### src/rtl/dlx_inst_encoder.sv
// dlx_inst_encoder: turns decoded DLX instruction fields into 32-bit words.
// The LI pseudo-op becomes either ADDI, or LHI optionally followed by ORI.
// A single registered output stage sits on a valid/ready interface.
// Optional feature macro: DLX_ENC_COUNT_EN adds the inst_count output, which
// counts output handshakes.
module dlx_inst_encoder #(
  parameter int unsigned COUNT_W = 16
) (
  input  logic        clk,
  input  logic        reset,
  input  logic        req_valid,
  output logic        req_ready,
  input  logic        req_li,
  input  logic [5:0]  req_opcode,
  input  logic [5:0]  req_func,
  input  logic [4:0]  req_rd,
  input  logic [4:0]  req_rs1,
  input  logic [4:0]  req_rs2,
  input  logic [31:0] req_imm,
  output logic        inst_valid,
  input  logic        inst_ready,
  output logic [31:0] inst
`ifdef DLX_ENC_COUNT_EN
  ,
  output logic [COUNT_W-1:0] inst_count
`endif
);

  typedef enum logic {
    IDLE,
    SECOND
  } state_t;

  localparam logic [5:0] OP_ADDI = 6'h08;
  localparam logic [5:0] OP_LHI  = 6'h0f;
  localparam logic [5:0] OP_ORI  = 6'h0d;

  state_t      state_q, state_d;
  logic [31:0] inst_q, inst_d;
  logic        inst_valid_q, inst_valid_d;
  logic [4:0]  pend_rd_q, pend_rd_d;
  logic [15:0] pend_lo_q, pend_lo_d;

  logic        slot_free;
  logic        accept;
  logic        out_fire;
  logic [31:0] first_word;
  logic        needs_ori;

  // Encode the first (or only) word of the current request.
  always_comb begin
    first_word = '0;
    needs_ori  = 1'b0;
    if (req_li) begin
      if ((&req_imm[31:15]) || !(|req_imm[31:15])) begin
        first_word = {OP_ADDI, 5'd0, req_rd, req_imm[15:0]};
      end else begin
        first_word = {OP_LHI, 5'd0, req_rd, req_imm[31:16]};
        needs_ori  = |req_imm[15:0];
      end
    end else begin
      case (req_opcode)
        6'h00, 6'h01: first_word = {req_opcode, req_rs1, req_rs2, req_rd, 5'd0, req_func};
        6'h02, 6'h03: first_word = {req_opcode, req_imm[25:0]};
        default:      first_word = {req_opcode, req_rs1, req_rd, req_imm[15:0]};
      endcase
    end
  end

  // Handshake qualifiers for both interfaces.
  always_comb begin
    slot_free = !inst_valid_q || inst_ready;
    req_ready = (state_q == IDLE) && slot_free;
    accept    = req_valid && req_ready;
    out_fire  = inst_valid_q && inst_ready;
  end

  // Next-state logic: the output slot is drained by out_fire and refilled by a
  // new load in the same cycle, so a load overrides the drop of inst_valid.
  always_comb begin
    state_d      = state_q;
    inst_d       = inst_q;
    inst_valid_d = inst_valid_q;
    pend_rd_d    = pend_rd_q;
    pend_lo_d    = pend_lo_q;
    if (out_fire) begin
      inst_valid_d = 1'b0;
    end
    case (state_q)
      IDLE: begin
        if (accept) begin
          inst_d       = first_word;
          inst_valid_d = 1'b1;
          if (req_li && needs_ori) begin
            pend_rd_d = req_rd;
            pend_lo_d = req_imm[15:0];
            state_d   = SECOND;
          end
        end
      end
      SECOND: begin
        if (slot_free) begin
          inst_d       = {OP_ORI, pend_rd_q, pend_rd_q, pend_lo_q};
          inst_valid_d = 1'b1;
          state_d      = IDLE;
        end
      end
      default: state_d = IDLE;
    endcase
  end

  // State and output register; reset drops any pending ORI.
  always_ff @(posedge clk or posedge reset) begin
    if (reset) begin
      state_q      <= IDLE;
      inst_q       <= '0;
      inst_valid_q <= 1'b0;
      pend_rd_q    <= '0;
      pend_lo_q    <= '0;
    end else begin
      state_q      <= state_d;
      inst_q       <= inst_d;
      inst_valid_q <= inst_valid_d;
      pend_rd_q    <= pend_rd_d;
      pend_lo_q    <= pend_lo_d;
    end
  end

  assign inst       = inst_q;
  assign inst_valid = inst_valid_q;

`ifdef DLX_ENC_COUNT_EN
  logic [COUNT_W-1:0] count_q, count_d;

  // Emitted-word counter, wraps naturally at 2^COUNT_W.
  always_comb begin
    count_d = count_q;
    if (out_fire) begin
      count_d = count_q + 1'b1;
    end
  end

  // Counter register.
  always_ff @(posedge clk or posedge reset) begin
    if (reset) begin
      count_q <= '0;
    end else begin
      count_q <= count_d;
    end
  end

  assign inst_count = count_q;
`endif

endmodule

### config.mk
export PLATFORM = sky130hd
export DESIGN_NAME = dlx_inst_encoder
export DESIGN_NICKNAME = d
export VERILOG_FILES = /design/src/rtl/dlx_inst_encoder.sv
export SDC_FILE = /design/constraint.sdc
export NUM_CORES = 1
export LEC_CHECK = 0
export BUFFER_PORTS_ARGS = -buffer_cell sky130_fd_sc_hd__buf_4
export CAP_MARGIN = 20
export CELL_PAD_IN_SITES_DETAIL_PLACEMENT = 0
export CELL_PAD_IN_SITES_GLOBAL_PLACEMENT = 1
export CORE_MARGIN = 3
export CORE_UTILIZATION = 43
export CTS_BUF_LIST = sky130_fd_sc_hd__clkbuf_8
export DETAILED_ROUTE_END_ITERATION = 8
export HOLD_SLACK_MARGIN = 0.12
export PLACE_DENSITY_LB_ADDON = 0.15
export SYNTH_ARGS = -nofsm -noshare
export SYNTH_HDL_FRONTEND = slang
export SYNTH_SLANG_ARGS = --single-unit
### constraint.sdc
create_clock -name clk -period 5.1 [get_ports clk]
set_clock_uncertainty 0.15 [all_clocks]
set_input_delay 0.255 -clock clk [delete_from_list [all_inputs] [get_ports clk]]
set_output_delay 0.255 -clock clk [all_outputs]
set_load 0.02 [all_outputs]
# Yosys cells after proc, flatten, opt, wreduce, memory -nomap -nowiden
# Index checks and enable logic that the tools add are counted.
[classes]
n_mux = 16
bitwise_logic = 1
n_eq_ne = 5
reduce_logical = 16
[op_table]
columns = ["op", "count"]
rows = [
  ["two-way mux 32 bit", 3],
  ["case mux 32 bit (2 select lines)", 1],
  ["case mux 26 bit (2 select lines)", 1],
  ["two-way mux 29 bit", 1],
  ["AND reduction 17 bit", 1],
  ["OR reduction 17 bit", 1],
  ["OR reduction 16 bit", 1],
  ["== test 6 x 2 -> 1 bit, second input constant", 2],
  ["two-way mux 1 bit", 8],
  ["== test 6 x 1 -> 1 bit, second input constant", 1],
  ["logical NOT 6 bit", 1],
  ["logical AND 1 bit", 4],
  ["case mux 1 bit (2 select lines)", 2],
  ["OR reduction 2 bit", 2],
  ["AND reduction 3 bit", 1],
  ["logical NOT 1 bit", 2],
  ["logical OR 1 bit", 2],
  ["inequality test 2 x 1 -> 1 bit, second input constant", 1],
  ["inequality test 2 bit, second input constant", 1],
  ["AND reduction 2 bit", 1],
  ["NOT 1 bit", 1],
]
[totals]
wordCells = 43
reg_bits = 55
out_inout_bits = 34

# Depth between registers and ports, before layout
# Gate-level depths: netlist of run 1.
[depth]
depth_word = 9
mapped_depth = 7
mapped_depth_nobuf = 5

# Worst setup path before layout of run 1
# OpenSTA, ideal clock, no wires.
[synth_timing]
path_kind = "register to register"
start = "register inst_valid_q, in the netlist inst_valid"
end = "register inst_q[18], in the netlist inst[18]"
period_less_slack_ps = 1942
path_buffers = 3
t_arrival_ps = 1711
required_ps = 4868
setup_slack_ps = 3158
path_stages_with_launch = 8
cell_sequence = "dfrtp_1 -> nor2b_1 -> clkbuf_1 -> nor2_1 -> clkbuf_1 -> buf_1 -> nor2_1 -> a31oi_1"
[synth_via]
elab_chain_cells = 6
word_cells_on_any_way = 7
cone_classes = "eq/ne: 2; reduce/logical: 5"
[synth_lines]
columns = ["item", "line_no", "rtl"]
rows = [
  ["from (decl)", "40", "logic inst_valid_q, inst_valid_d;"],
  ["from (signal assigned)", "123", "inst_valid_q <= inst_valid_d;"],
  ["logical NOT 1 bit *", "72", "slot_free = !inst_valid_q || inst_ready;"],
  ["logical OR 1 bit *", "72", ""],
  ["logical AND 1 bit", "73", "req_ready = (state_q == IDLE) && slot_free;"],
  ["logical AND 1 bit", "74", "accept = req_valid && req_ready;"],
  ["inequality test 2 bit (no source line)", "--", ""],
  ["AND reduction 2 bit (no source line) *", "--", ""],
  ["to (signal assigned)", "122", "inst_q <= inst_d;"],
  ["to (decl)", "39", "logic [31:0] inst_q, inst_d;"],
]
# Mark *: on every way between the ends. The rest lies on a longest branch, timed or not.
# A chain may end at the register's enable or synchronous reset.

# Worst setup path after layout of run 1
[layout_timing]
start = "register state_q"
end = "register inst_q[3], in the netlist inst[3]"
[layout_via]
elab_chain_cells = 5
word_cells_on_any_way = 7
cone_classes = "eq/ne: 2; mux: 1; bitwise: 1; reduce/logical: 3"
[layout_lines]
columns = ["item", "line_no", "rtl"]
rows = [
  ["from (decl)", "38", "state_t state_q, state_d;"],
  ["from (signal assigned)", "121", "state_q <= state_d;"],
  ["NOT 1 bit (no source line)", "--", ""],
  ["logical AND 1 bit", "73", ""],
  ["logical AND 1 bit", "74", ""],
  ["inequality test 2 bit (no source line)", "--", ""],
  ["AND reduction 2 bit (no source line)", "--", ""],
]
# Parallel ways exist; a longest one is shown, timed or not.

==> flow_summary_export.csv, run 1 <==
group,metric,value,unit
route,drc,0,
power,pwr-share-clk,18.7,%
power,comb_power_share,36.4,%
route,totalWireLength,9.686,mm
clock_network,cts_sinks,55,
finish,nets,479,
synthesis,syn_inst,294,
timing,drv_slew,0,
clock_network,clock_latency,0.32,ns
clock_network,h-tree-depth,2,
timing,max_freq,317.1,MHz
power,power.density,313.3,mW/mm^2
power,switchingPower,0.0004540,W
route,drtAntennaViolNets,0,
power,p_seq_share,44.9,%
clock_network,cts_resized,0,
power,swShare,33.94,%
route,dr.pass1.iters,4,
synthesis,synth_nets,358,
floorplanning,dieHeight,90.43,um
worst_setup_path,critical_path_required,5.16,ns
grt,grt.overflow.total,0,
clock_network,path_clk_slew,0.10,ns
clock_network,numCtsBuffers,5,
finish,fin_util,62.15,%
power,p_int,0.0008836,W
timing,rsz0062_at_grt,"false",
place,place_congestion,0.8763,
grt,grt_pass1_vias,2811,
timing,hold_ws,0.1373,ns
timing,finalHoldViolCount,0,
place,io_buffers,97,
finish,areaGrowthSynthToFinish,39.27,%
power,p_total,0.001338,W
clock_network,cts_hold_buffers,29,
place,place_area,0.003865,mm^2
synthesis,synth-seq-cells,55,
worst_setup_path,crit_arrival,3.21,ns
route,via_count,2825,
worst_setup_path,crit_path_max_incr_delay,0.77,ns
grt,grt_usage,23.42,%
clock_network,cts_setup_buffers,0,
synthesis,synth-edff-count,0,
worst_setup_path,path_cells,"inv_1 > nand3_1 > nor2_1 > a211oi_1 > o221a_1",
route,vias_per_cell,5.518,
timing,setup-tns-final,0,ns
route,drt_iter0_markers,160,
floorplanning,die_w,90.43,um
clock_network,cts_tree,"yes",
job,drv_cap,0,
place,dpl.hpwl,7.054,mm
synthesis,yosysSeqAreaShare,44.90,%
timing,tightest_slew,0.8207,ns
finish,seq_area,0.001376,mm^2
worst_setup_path,endpoint_kind,"register",
synthesis,synthFlopType,"dfrtp_1",
timing,relSlewSlack,44.88,%
floorplanning,die_area,0.008178,mm^2
finish,multi_input_area,0.001595,mm^2
floorplanning,initial_core_util,44.63,%
power,ir_drop,0.1644,mV
worst_setup_path,crit_type,"reg2reg",
grt,grt_start_max_net_pins,56,
synthesis,syn_area,0.003065,mm^2
clock_network,cts.path.max_buffers,2,
finish,antenna_cells,0,
floorplanning,io_pins,98,
route,routedWlPerCell,18.92,um
timing,period_share,61.84,%
run_status,outcome,"complete, no violations",
synthesis,async_reset_ff_share,100.0,%
timing,fin_crit,3.154,ns
grt,antenna_found_initial,0,
timing,setup_viol,0,
clock_network,root_buffer,"clkbuf_8",
floorplanning,rows,30,
finish,fin_area,0.004269,mm^2
worst_setup_path,cp_slowest_cell,"nor2_1",
power,p_leak,1.795,nW
synthesis,yosysUniqueCellTypes,40,
grt,grt_pass1_wl,15.19,mm
floorplanning,core,0.006869,mm^2
synthesis,syn_area_per_cell,10.43,um^2
worst_setup_path,cp_max_fo,24,
worst_hold_path,hold_path.class,"in2reg",
synthesis,yosysWarnings,0,
finish,drive_gt1_share,35.34,%
finish,fill_cells,604,
worst_setup_path,start_kind,"register",
[metrics by stage]
| stage | worst slack, ns | std cells |
|---|---|---|
| finish | 1.946 | 512 |
| global route | 1.700 | 512 |
| CTS | 1.930 | 510 |
| detailed placement | 1.948 | 473 |
| global placement | 2.112 | 473 |
| floorplan | 3.158 | 294 |
[critical path: cells and delay by family, from the launching register on]
kind,cells,cell delay (ns)
and+or+nand+nor,2,1.36
buffers and inverters,1,0.66
DFF,1,0.52
AOI/OAI and AO/OA,2,0.35
[kinds of logic after synthesis]
logic type / share of synthesized area [%]
mux: 16.29
flops: 44.90
compound gates: 18.86
simple gates: 16.53
buf+inv: 3.428
[cell type report]
cell class / count / share of cell area, %
clock inverters: 3 / 0.5862
well taps: 96 / 2.814
flip-flops and latches: 55 / 32.24
multi-input cells: 218 / 37.37
clock buffers: 5 / 1.612
inverters: 2 / 0.1759
repair buffers: 133 / 25.21
[cells in the mapped netlist (8+ instances only)]
master	number	area share, %
nand2_1	22	2.7
o21ai_0	10	1.6
mux2i_1	12	3.9
nor4_1	8	1.6
dfrtp_1	55	45
a21oi_1	15	2.4
nor3_1	17	2.8
mux2_4	20	9.8
clkbuf_1	9	1.1
nor2_1	25	3.1
o211ai_1	9	2.2
o21bai_1	8	2.0
a31oi_1	13	2.7
nor2b_1	8	1.6
[power by group through the flow]
stage / registers, W / clock network, W / logic (W)
final: 0.000601 / 0.000251 / 0.000487
after global routing: 0.000611 / 0.000273 / 0.000521
after CTS: 0.000599 / 0.000257 / 0.000488
after detailed placement: 0.000606 / 0 / 0.000469
after global placement: 0.000606 / 0 / 0.000460
after floorplan: 0.000665 / 0 / 0.000207
[routing by layer]
layer,global-route usage (%),part of all wire [%],vias up
li1,-,-,1342
met1,32.53,45,1375
met2,38.33,48,97
met3,3.750,5.4,11
met4,5.867,1.2,0
met5,0,0,-
[cells in the final DEF, fill, tap and decap left out, types with 2 or more instances in the layout]
cell type / n
clkinv_4: 2
nor2_2: 3
o221a_1: 7
nor4_1: 8
a22o_1: 2
a31oi_1: 13
dlygate4sd3_1: 31
a21oi_1: 15
a21o_1: 3
nand2b_1: 2
mux2i_1: 12
or3_1: 2
nand4_1: 4
clkbuf_8: 5
nor2_1: 24
nor4_4: 2
a211oi_1: 7
o32a_1: 2
o211ai_1: 9
mux2_4: 20
nand2_1: 22
nor3_1: 17
buf_4: 102
nor2b_1: 8
mux2_2: 7
o21bai_1: 8
dfrtp_1: 55
nand3_1: 2
o21ai_0: 10
[path summary, 6_finish.rpt]
check | start | to | slack [ns] | cells after the start
worst max-delay path | state_q | inst[3] | 1.95 | 5
worst min-delay path | req_imm[18] | inst[2] | 0.14 | 2
worst max register to register | state_q | inst[3] | 1.95 | 5
worst min register to register | inst[29] | inst[29] | 0.35 | 2
max in group asynchronous | reset | inst[2] | 3.80 | 4
min in group asynchronous | reset | inst[30] | 0.52 | 4
[registers in the layout, summed over array words and instances, names as in the netlist]
name,count
inst,32
inst_valid,1
pend_lo_q,16
pend_rd_q,5
state_q,1
Power figures use the tool's default switching activity.
==> run 2, diff against run 1 <==
--- a/config.mk
+++ b/config.mk
@@ -10,7 +10,7 @@
 export CELL_PAD_IN_SITES_DETAIL_PLACEMENT = 0
 export CELL_PAD_IN_SITES_GLOBAL_PLACEMENT = 1
 export CORE_MARGIN = 3
-export CORE_UTILIZATION = 43
+export CORE_UTILIZATION = 40
 export CTS_BUF_LIST = sky130_fd_sc_hd__clkbuf_8
 export DETAILED_ROUTE_END_ITERATION = 8
 export HOLD_SLACK_MARGIN = 0.12
==> constraint.sdc (replaced) <==
create_clock -name clk -period 2.98 [get_ports clk]
set_clock_uncertainty 0.15 [all_clocks]
set_input_delay 0.149 -clock clk [delete_from_list [all_inputs] [get_ports clk]]
set_output_delay 0.149 -clock clk [all_outputs]
set_load 0.02 [all_outputs]
==> run 2 against run 1 <==
Worst hold slack got worse by 0.0096 ns. Register-to-register slack worse by 1.3 ns. Combinational power rose by 78%. Power increased by 71%. Final area is 3.8% higher. Non-clock buffer count up 18. Clock power increased by 59%. Core utilization down 1.7 points. Critical path depth rose by 3. Flip-flop and latch count is the same. Sequential power rose by 71%. Largest power group unchanged.
==> flow_summary_export.csv, run 2 (same netlist as run 1, synthesis figures left out) <==
group,metric,value,unit
clock_network,cts_tree,"yes",
finish,largest_reg_flops,32,
route,drc,0,
timing,max_freq,356.6,MHz
clock_network,numCtsBuffers,5,
worst_setup_path,worstSetupEndpoint,"inst[13]",
floorplanning,rows,31,
timing,setup_viol,0,
timing,fin_crit,2.804,ns
floorplanning,dieHeight,93.54,um
grt,grt_pass1_vias,3142,
power,power.density,517.5,mW/mm^2
worst_setup_path,endpoint_kind,"register",
worst_setup_path,crit_type,"in2reg",
worst_setup_path,cp-startpoint,"req_opcode[3]",
timing,tightest_slew,0.7705,ns
clock_network,cts.path.max_buffers,2,
timing,rsz0062_at_grt,"false",
clock_network,path_clk_slew,0.10,ns
power,p_total,0.002294,W
worst_setup_path,critical_path_required,3.08,ns
finish,fill_cells,634,
clock_network,root_buffer,"clkbuf_8",
timing,finalHoldViolCount,0,
worst_setup_path,rr_worst_depth,7,
finish,layout_common_cells,"buf_4 (105), dfrtp_1 (55), dlygate4sd3_1 (46)",
route,vias_per_cell,5.629,
finish,fin_area,0.004433,mm^2
power,p_leak,1.877,nW
clock_network,clock_latency,0.31,ns
grt,grt_usage,23.85,%
worst_setup_path,start_kind,"input pin",
grt,grt_pass1_wl,16.17,mm
finish,nets,497,
clock_network,cts_sinks,55,
finish,drive_gt1_share,34.10,%
route,drtAntennaViolNets,0,
timing,relSlewSlack,48.45,%
worst_setup_path,r2r-end,"inst[13]",
route,drt_iter0_markers,173,
floorplanning,die_w,93.54,um
place,place_congestion,0.9220,
route,via_count,3000,
route,dr.pass1.iters,4,
timing,period_share,94.11,%
place,dpl.hpwl,7.281,mm
route,totalWireLength,10.30,mm
clock_network,h-tree-depth,2,
clock_network,cts_resized,0,
route,routedWlPerCell,19.32,um
worst_setup_path,crit_arrival,2.91,ns
timing,setup_slack,0.1756,ns
grt,grt.overflow.total,0,
grt,grt_start_max_net_pins,39,
floorplanning,die_area,0.008750,mm^2
run_status,outcome,"complete, no violations",
grt,antenna_found_initial,0,
place,place_area,0.003891,mm^2
floorplanning,initial_core_util,41.82,%
finish,antenna_cells,0,
floorplanning,io_pins,98,
job,drv_cap,0,
place,post-place-ws,0.7389,ns
place,io_buffers,97,
finish,areaGrowthSynthToFinish,44.61,%
worst_setup_path,cp_max_fo,11,
floorplanning,core,0.007331,mm^2
finish,fin_util,60.47,%
timing,setup-tns-final,0,ns
timing,drv_slew,0,
worst_setup_path,reg2reg_slack,0.66,ns
power,ir_drop,0.2106,mV
finish,final_common_cell,"buf_4",
worst_setup_path,timing.rr.start,"inst_valid",
worst_hold_path,hold_path.class,"in2reg",
[run 2: timing repair]
action,in CTS,in global routing
buffers inserted,0,0
hold buffers,46,0
endpoints found under the hold margin,77,0
[run 2: worst min-delay path by stage]
stage | from | end | cells after the start | slack, ns
detailed placement | reset | inst[30] | 2 | 0.13
floorplan | req_valid | inst_valid | 1 | 0.11
CTS | req_li | inst[14] | 3 | 0.12
global placement | reset | inst[30] | 2 | 0.12
global route | req_li | inst[14] | 3 | 0.14
finish | req_rs1[3] | inst[24] | 4 | 0.13
[run 2: worst max-delay path: stages]
cell and delay (ns):
dlygate4sd3_1 0.55, buf_4 0.14, or4_1 0.67, nor2_4 0.38, nand2_1 0.10, a21o_1 0.19, a31oi_1 0.16, dlygate4sd3_1 0.56
[run 2: layout make-up]
cell class              instances  area [um^2]  share of cell area, %
multi-input cells             218         1595                  35.99
flip-flops and latches         55         1376                  31.05
repair buffers                151         1249                  28.17
well taps                      99        123.9                  2.794
clock buffers                   5        68.82                  1.552
clock inverters                 3        12.51                 0.2822
inverters                       2        7.507                 0.1693
[run 2: metrics by stage]
stage	std cells	hold WS [ns]
6_report	533	0.1276
5_1_grt	533	0.1352
4_1_cts	533	0.1229
3_5_place_dp	479	0.1264
3_3_place_gp	479	0.1235
2_1_floorplan	294	0.1079
[run 2: per-layer routing]
layer	vias to the layer above	routed length, um	global-route usage, %
met5	-	0	0
li1	1386	-	-
met2	105	5003	40.56
met1	1493	4461	30.78
met4	0	237	8.905
met3	16	594	3.379
[run 2: power breakdown]
group	internal, W	switching, W
combinational	0.000447	0.000422
clock	0.000159	0.000240
sequential	0.000920	0.000106
total	0.00153	0.000768
